`src/rtl/vid_fetch.sv`:
```
// vid_fetch: video RAM line fetcher with one-byte prefetch and 1bpp/2bpp serialiser.
// Optional VID_FETCH_LINE_DOUBLE_EN shows each RAM line on two output lines.
module vid_fetch #(
    parameter int LINES          = 192,
    parameter int BYTES_PER_LINE = 32,
    parameter int BASE_ADDR      = 0,
    parameter int ADDR_W         = 13
) (
    input  logic              clk,
    input  logic              reset_n,
    input  logic              pix_ce,
    input  logic              frame_start,
    input  logic              line_start,
    input  logic              mode,
    output logic [ADDR_W-1:0] vid_addr,
    input  logic [7:0]        vid_dout,
    output logic              pix_valid,
    output logic [1:0]        pix_data,
    output logic              line_busy,
    output logic              underrun
);

    localparam int LW = $clog2(LINES + 1);
    localparam int BW = $clog2(BYTES_PER_LINE);
    localparam logic [BW-1:0] LAST_B = BW'(BYTES_PER_LINE - 1);

    typedef enum logic [1:0] {IDLE, PRIME, LOAD, ACTIVE} state_t;

    state_t          state, state_nx;
    logic [LW-1:0]   line, line_eff;
    logic [7:0]      cur, hold, src, sh;
    logic            hold_vld;
    logic [3:0]      cnt;
    logic [2:0]      sidx;
    logic [BW-1:0]   ld_idx, rq_idx;
    logic            rq_first, rq_d0, rq_d1;
    logic            mode_q;
    logic            accept, last;
    logic [1:0]      px;
`ifdef VID_FETCH_LINE_DOUBLE_EN
    logic            parity;
`endif

    function automatic logic [ADDR_W-1:0] addr_of(input logic [LW-1:0] l,
                                                  input logic [BW-1:0] b);
        return ADDR_W'(BASE_ADDR + int'(l) * BYTES_PER_LINE + int'(b));
    endfunction

    // An empty shifter serves its first pixel straight from the hold register.
    always_comb begin
        line_eff = frame_start ? '0 : line;
        accept   = (state == IDLE) && line_start && (int'(line_eff) < LINES);
        src      = (cnt == 4'd0) ? hold : cur;
        sidx     = (cnt == 4'd0) ? 3'd0 : 3'(4'd8 - cnt);
        sh       = src << (mode_q ? (sidx & 3'b110) : sidx);
        px       = mode_q ? sh[7:6] : {1'b0, sh[7]};
        last     = (state == ACTIVE) && pix_ce && (cnt == 4'd1) && (ld_idx == LAST_B);
    end

    always_ff @(posedge clk or negedge reset_n) begin
        if (!reset_n) state <= IDLE;
        else          state <= state_nx;
    end

    always_comb begin
        state_nx = state;
        unique case (state)
            IDLE:    if (accept) state_nx = PRIME;
            PRIME:   state_nx = LOAD;
            LOAD:    state_nx = ACTIVE;
            ACTIVE:  if (last) state_nx = IDLE;
            default: state_nx = IDLE;
        endcase
    end

    always_ff @(posedge clk or negedge reset_n) begin
        if (!reset_n) begin
            vid_addr  <= ADDR_W'(BASE_ADDR);
            pix_valid <= 1'b0;
            pix_data  <= 2'd0;
            line_busy <= 1'b0;
            underrun  <= 1'b0;
            line      <= '0;
            cur       <= 8'd0;
            hold      <= 8'd0;
            hold_vld  <= 1'b0;
            cnt       <= 4'd0;
            ld_idx    <= '0;
            rq_idx    <= '0;
            rq_first  <= 1'b0;
            rq_d0     <= 1'b0;
            rq_d1     <= 1'b0;
            mode_q    <= 1'b0;
`ifdef VID_FETCH_LINE_DOUBLE_EN
            parity    <= 1'b0;
`endif
        end else begin
            rq_d0 <= 1'b0;
            rq_d1 <= rq_d0;
            if (rq_d1) begin
                hold     <= vid_dout;
                hold_vld <= 1'b1;
            end
            unique case (state)
                IDLE: begin
                    if (pix_ce) begin
                        pix_valid <= 1'b0;
                        pix_data  <= 2'd0;
                    end
                    if (accept) begin
                        vid_addr  <= addr_of(line_eff, '0);
                        mode_q    <= mode;
                        line_busy <= 1'b1;
                        rq_idx    <= '0;
                        ld_idx    <= '0;
                        hold_vld  <= 1'b0;
                        cnt       <= 4'd0;
                        rq_first  <= 1'b0;
                    end
                end
                PRIME: begin
                    if (pix_ce) pix_valid <= 1'b0;
                end
                LOAD: begin
                    cur      <= vid_dout;
                    cnt      <= 4'd8;
                    rq_first <= 1'b1;
                    if (pix_ce) pix_valid <= 1'b0;
                end
                ACTIVE: begin
                    if (rq_first) begin
                        rq_first <= 1'b0;
                        rq_idx   <= BW'(1);
                        vid_addr <= addr_of(line, BW'(1));
                        rq_d0    <= 1'b1;
                    end
                    if (pix_ce) begin
                        if (cnt != 4'd0) begin
                            pix_valid <= 1'b1;
                            pix_data  <= px;
                            cnt       <= cnt - 4'd1;
                        end else if (hold_vld) begin
                            pix_valid <= 1'b1;
                            pix_data  <= px;
                            cur       <= hold;
                            cnt       <= 4'd7;
                            hold_vld  <= 1'b0;
                            ld_idx    <= ld_idx + 1'b1;
                            if (rq_idx != LAST_B) begin
                                rq_idx   <= rq_idx + 1'b1;
                                vid_addr <= addr_of(line, rq_idx + 1'b1);
                                rq_d0    <= 1'b1;
                            end
                        end else begin
                            underrun  <= 1'b1;
                            pix_valid <= 1'b0;
                            pix_data  <= 2'd0;
                        end
                    end
                    if (last) begin
                        line_busy <= 1'b0;
`ifdef VID_FETCH_LINE_DOUBLE_EN
                        parity <= ~parity;
                        if (parity) line <= line + 1'b1;
`else
                        line <= line + 1'b1;
`endif
                    end
                end
                default: ;
            endcase
            // Frame restart wins over the end-of-line advance.
            if (frame_start) begin
                line     <= '0;
                underrun <= 1'b0;
`ifdef VID_FETCH_LINE_DOUBLE_EN
                parity   <= 1'b0;
`endif
            end
        end
    end

endmodule

```
`config.mk`:
```
export PLATFORM = sky130hd
export DESIGN_NAME = vid_fetch
export DESIGN_NICKNAME = d
export VERILOG_FILES = /design/src/rtl/vid_fetch.sv
export SDC_FILE = /design/constraint.sdc
export NUM_CORES = 1
export LEC_CHECK = 0
export ABC_AREA = 1
export CELL_PAD_IN_SITES_DETAIL_PLACEMENT = 0
export CELL_PAD_IN_SITES_GLOBAL_PLACEMENT = 1
export CORE_MARGIN = 4
export CORE_UTILIZATION = 43
export CTS_CLUSTER_SIZE = 8
export DETAILED_ROUTE_END_ITERATION = 7
export PLACE_DENSITY_LB_ADDON = 0.2
export REMOVE_ABC_BUFFERS = 1
export SYNTH_ARGS = -nofsm -noshare
export SYNTH_HDL_FRONTEND = slang
export SYNTH_SLANG_ARGS = --single-unit
```
`constraint.sdc`:
```
create_clock -name clk -period 2.3 [get_ports clk]
set_input_delay 0.575 -clock clk [delete_from_list [all_inputs] [get_ports clk]]
set_output_delay 0.575 -clock clk [all_outputs]
set_load 0.02 [all_outputs]
```
==> results.json, run 1 <==
{
  "status": "complete, no violations",
  "nFillCells": 742,
  "gp_routability_congestion": 0.811,
  "yosysTopAreaCell": "dfrtp_1",
  "worstMarginPinSlew_ns": 0.496,
  "ys_types": 39,
  "fin_cells": 545,
  "ys_ff_latch": 63,
  "ant_nets": 0,
  "skew_ns": 0.00823,
  "die_w_microns": 96.6,
  "fin_nets": 465,
  "hpwlAfterDp_mm": 5.68,
  "synth_compound_area_share_pct": 12.5,
  "clock_path_buffers": 2,
  "synth_top_area_share_pct": 46.7,
  "ioPinCount": 32,
  "grt_pass1_vias": 2788,
  "yosys_warnings": 0,
  "dp_cells": 529,
  "finalSetupViolations": 0,
  "max_cap_violations": 0,
  "regToRegSetupSlack_ns": 0.40,
  "required_ns": 2.52,
  "hold_ws_ns": 0.184,
  "numCtsBuffers": 9,
  "hp-class": "in2async",
  "cts_setup_buffers": 0,
  "startpoint": "frame_start",
  "yosys-top-cells-count": "87 x nand2_1, 63 x dfrtp_1, 47 x nand3_1",
  "start_util_pct": 43.9,
  "drive_above_1_share_pct": 14.9,
  "synth_xor_area_share_pct": 0.779,
  "final_util_pct": 53.3,
  "routed_wl_mm": 7.88,
  "clock-sinks": 63,
  "fin_crit_ns": 1.93,
  "synth_area_leaders": "dfrtp_1 47%, nand2_1 9.7%, nand3_1 7.0%",
  "rsz0062_at_grt": "no",
  "syn_area_sq_um": 3370,
  "pre_cts_ws_ns": 0.00318,
  "grt_max_degree": 45,
  "synth-simple-area-share_pct": 26.6,
  "r2r-end": "vid_addr[11]",
  "critPathLaunchType": "input pin",
  "worstRegToRegCells": 11,
  "area_delta_synth_final_pct": 21.4,
  "ff_latch_area_sq_um": 1580,
  "endpoint_kind": "flip-flop",
  "yosys.cell_count.top_type": "nand2_1",
  "antennaDiodeCount": 0,
  "cts-root-buf": "clkbuf_8",
  "multiInputGateArea_sq_um": 1580,
  "maxSlewViolCount": 0,
  "drt_iter0_drc": 100,
  "die_y_microns": 96.6,
  "worstSetupPathType": "in2reg",
  "cp_max_fo": 8,
  "finalCritPeriodShare_pct": 84.0,
  "relSlewSlack_pct": 66.9,
  "viasPerCell": 5.13,
  "numPortBuffers": 31,
  "synthMuxAreaShare_pct": 2.34,
  "grt_usage_pct": 19.0,
  "grt_pass1_wl_mm": 13.5,
  "syn_avg_cell_area_sq_um": 8.58,
  "htree_levels": 3,
  "drc": 0,
  "timing.fmax_mhz": 517,
  "wl_per_cell_microns": 14.5,
  "core_sq_um": 7690,
  "critical_path_arrival_ns": 2.15,
  "grt_overflow": 0,
  "holdBufCountCts": 0,
  "cts_tree": "done",
  "regToRegStartpoint": "cnt[2]",
  "grt_antenna_before_repair": 0,
  "cts-resized-gates": 0,
  "synth_seq_area_share_pct": 46.7,
  "rows": 32,
  "hold_viol": 0,
  "synth-async-reset-ratio_pct": 100,
  "syn_inst": 393,
  "synth_top_family_by_area": "simple AND/OR/NAND/NOR gates",
  "peakVddDrop_v": 0.000585,
  "p_leak_nw": 1.91,
  "fp.dieArea_sq_um": 9330,
  "worstSkewPairLatency_ns": 0.34,
  "synth_adder_area_share_pct": 4.82,
  "setup_slack_ns": 0.367,
  "via_count": 2795,
  "synth_edf_count": 0,
  "synth_ff_type": "dfrtp_1",
  "path_clk_slew_ns": 0.08,
  "power_density_nw_per_um2": 1310,
  "setup.worst_path.end": "vid_addr[2]",
  "tns_ns": 0,
  "drt_pass1_iterations": 5
}
## worst max-delay path, stage by stage
cell,delay (ns)
clkdlybuf4s50_1,0.55
inv_2,0.08
nand3_2,0.09
a21boi_2,0.10
nor2_4,0.23
o21ai_0,0.20
a21oi_1,0.21
o21ai_0,0.11
## cells by family after synthesis
logic type / count (synthesis)
mux: 7
buf+inv: 49
fa+ha+maj: 13
xor+xnor: 3
simple gates: 189
compound gates: 69
flops: 63
## flip-flops by register name, summed over array words and instances (netlist names), 2 cells and up
name,flops
ld_idx,5
cnt,4
state,2
cur,8
vid_addr,13
pix_data,2
hold,8
line,8
rq_idx,5
## cell type report
type	count	area share (%)
inverter	40	3.70
tap	102	3.12
clock buffer	11	3.45
sequential	63	38.5
timing repair buffer	43	9.96
clock inverter	5	2.57
multi-input combinational	281	38.7
## power breakdown
group	internal (W)	switching (W)	total, W	leakage (nW)
registers	0.00143	0.000236	0.00167	0.816
logic	0.000927	0.00157	0.00250	0.977
clock network	0.000750	0.000458	0.00121	0.116
total	0.00311	0.00227	0.00538	1.91
## cell usage in the layout (no fill, tap or decap), types with 4 or more instances in the layout
cell type	netlist	final
a21oi_1	20	20
a31oi_1	7	7
buf_4	3	11
clkbuf_8	0	10
clkdlybuf4s50_1	0	30
dfrtp_1	63	63
ha_1	13	13
inv_1	36	36
mux2_2	7	7
nand2_1	87	87
nand2_2	5	5
nand2_4	6	6
nand3_1	47	47
nor2_1	27	27
nor2_2	4	4
nor3_1	4	4
o21ai_0	23	23
o21ai_1	5	5
## how the worst min path moves through the flow
stage | startpoint | endpoint | slack, ns | cells past startpoint
after CTS | reset_n | pix_data[0] | 0.20 | 1
after global routing | reset_n | pix_data[0] | 0.21 | 1
after detailed placement | rq_d0 | rq_d1 | 0.34 | 0
after floorplan | reset_n | cnt[0] | 0.28 | 0
after global placement | rq_d0 | rq_d1 | 0.34 | 0
final | reset_n | pix_data[0] | 0.18 | 1
## layer usage
metal	GRT usage (%)	wire, microns
met3	3.25	334
met5	0	0
met4	7.83	155
met2	28.3	3510
met1	27.2	3880
## through the flow
step           total power [W]  cell area [sq um]
5_1_grt                0.00583               4090
3_5_place_dp           0.00420               3850
2_1_floorplan          0.00340               3310
6_report               0.00538               4090
3_3_place_gp           0.00418               3850
4_1_cts                0.00542               4090
(Power assumes the default switching activity.)
==> inputs of run 2 (changes only) <==
==> constraint.sdc (replaced) <==
create_clock -name clk -period 2 [get_ports clk]
set_input_delay 0.5 -clock clk [delete_from_list [all_inputs] [get_ports clk]]
set_output_delay 0.5 -clock clk [all_outputs]
set_load 0.02 [all_outputs]
==> results.json, run 2 (synthesized netlist as in run 1, its figures left out) <==
{
  "status": "complete, no violations",
  "top_register": "vid_addr",
  "antennaDiodeCount": 0,
  "peakVddDrop_v": 0.000490,
  "cp_num_buf_inv": 1,
  "seqPwrFrac_pct": 31.1,
  "grt_max_degree": 64,
  "hpwlAfterDp_mm": 5.67,
  "drt_pass1_iterations": 4,
  "grt_antenna_before_repair": 0,
  "core_sq_um": 7690,
  "critPathLaunchType": "flip-flop",
  "drive_above_1_share_pct": 18.0,
  "timing.fmax_mhz": 546,
  "setup_slack_ns": 0.170,
  "nFillCells": 744,
  "skew_ns": 0.00917,
  "power_frac_comb_pct": 49.5,
  "die_w_microns": 96.6,
  "clock_path_buffers": 2,
  "critical_path_arrival_ns": 1.33,
  "cts-root-buf": "clkbuf_8",
  "fp.dieArea_sq_um": 9330,
  "finalCritPeriodShare_pct": 91.5,
  "clock-sinks": 63,
  "grt_pass1_wl_mm": 13.6,
  "max_cap_violations": 0,
  "p_clk_share_pct": 19.4,
  "cts_tree": "done",
  "placedInstanceArea_sq_um": 3960,
  "ant_nets": 0,
  "startpoint": "vid_addr[3]",
  "crit_cells": 1,
  "drc": 0,
  "path_cells": "clkdlybuf4s50_1",
  "fin_nets": 477,
  "ff_latch_area_sq_um": 1580,
  "gp_routability_congestion": 0.879,
  "drt_iter0_drc": 115,
  "worstMarginPinSlew_ns": 0.457,
  "numCtsBuffers": 9,
  "viasPerCell": 5.06,
  "numPortBuffers": 31,
  "routed_wl_mm": 7.77,
  "grt_usage_pct": 18.9,
  "start_util_pct": 43.9,
  "wl_per_cell_microns": 13.9,
  "p_total_w": 0.00621,
  "final_common_cell": "nand2_1",
  "hold_viol": 0,
  "finalSetupViolations": 0,
  "endpoint_kind": "output port",
  "layout_common_cells": "87 x nand2_1, 63 x dfrtp_1, 46 x nand3_1",
  "area_delta_synth_final_pct": 24.3,
  "crit_path_top_delay_cell": "clkdlybuf4s50_1",
  "p_leak_nw": 1.97,
  "power_density_nw_per_um2": 1480,
  "multiInputGateArea_sq_um": 1600,
  "worstSetupPathType": "reg2out",
  "hold_ws_ns": 0.168,
  "largest_reg_flops": 13,
  "setup.worst_path.end": "vid_addr[3]",
  "htree_levels": 3,
  "crit_path_max_incr_delay_ns": 0.62,
  "regToRegSetupSlack_ns": 0.18,
  "regToRegStartpoint": "state[0]",
  "pre_cts_ws_ns": -0.0991,
  "fin_area_sq_um": 4190,
  "crit_family": "buffers and inverters",
  "ioPinCount": 32,
  "cp_max_fo": 3,
  "worstRegToRegCells": 7,
  "power.internal_w": 0.00358,
  "maxSlewViolCount": 0,
  "rows": 32,
  "path_clk_slew_ns": 0.07,
  "r2r-end": "vid_addr[2]",
  "rsz0062_at_grt": "no",
  "p_sw_w": 0.00263,
  "p_sw_share_pct": 42.4,
  "hp-class": "in2async",
  "relSlewSlack_pct": 69.6,
  "holdBufCountCts": 0,
  "grt_pass1_vias": 2810,
  "required_ns": 1.50,
  "fin_crit_ns": 1.83,
  "worstSkewPairLatency_ns": 0.34,
  "via_count": 2818,
  "grt_overflow": 0,
  "die_y_microns": 96.6
}
[run 2: worst min-delay path by stage]
stage,to
detailed placement,rq_d1
CTS,cur[7]
global route,vid_addr[3]
finish,state[1]
global placement,rq_d1
floorplan,cnt[0]
[run 2: through the flow]
| stage | TNS (ns) | util, % | instances |
|---|---|---|---|
| floorplan | 0 | - | 384 |
| global placement | -0.550 | 51.4 | 540 |
| detailed placement | -1.24 | 51.4 | 540 |
| CTS | 0 | 54.2 | 556 |
| global route | 0 | 54.5 | 557 |
| finish | 0 | 54.5 | 557 |
[run 2: power by group through the flow]
stage	clock [W]	combinational [W]	sequential, W
global placement	0	0.00304	0.00195
detailed placement	0	0.00307	0.00195
floorplan	0	0.00193	0.00198
CTS	0.00123	0.00309	0.00193
finish	0.00120	0.00307	0.00193
global route	0.00130	0.00345	0.00199
[run 2: layout make-up]
| cell class | count | share of cell area [%] |
|---|---|---|
| clock inverters | 6 | 2.03 |
| clock buffers | 10 | 3.04 |
| flip-flops and latches | 63 | 37.6 |
| inverters | 40 | 3.61 |
| multi-input cells | 281 | 38.2 |
| repair buffers | 55 | 12.5 |
| well taps | 102 | 3.04 |
[run 2: timing repair]
| action | CTS | global route |
|---|---|---|
| gates resized for setup | 0 | 5 |
| setup endpoints to repair | 0 | 6 |
| setup buffers | 0 | 1 |
| endpoints found under the hold margin | 0 | 0 |
[run 2: routing by layer]
metal	part of all wire [%]	GRT usage, %	wire length, microns
met5	0	0	0
met4	0.55	4.67	43
met3	4.0	4.42	307
met2	47	30.2	3630
met1	49	26.2	3780
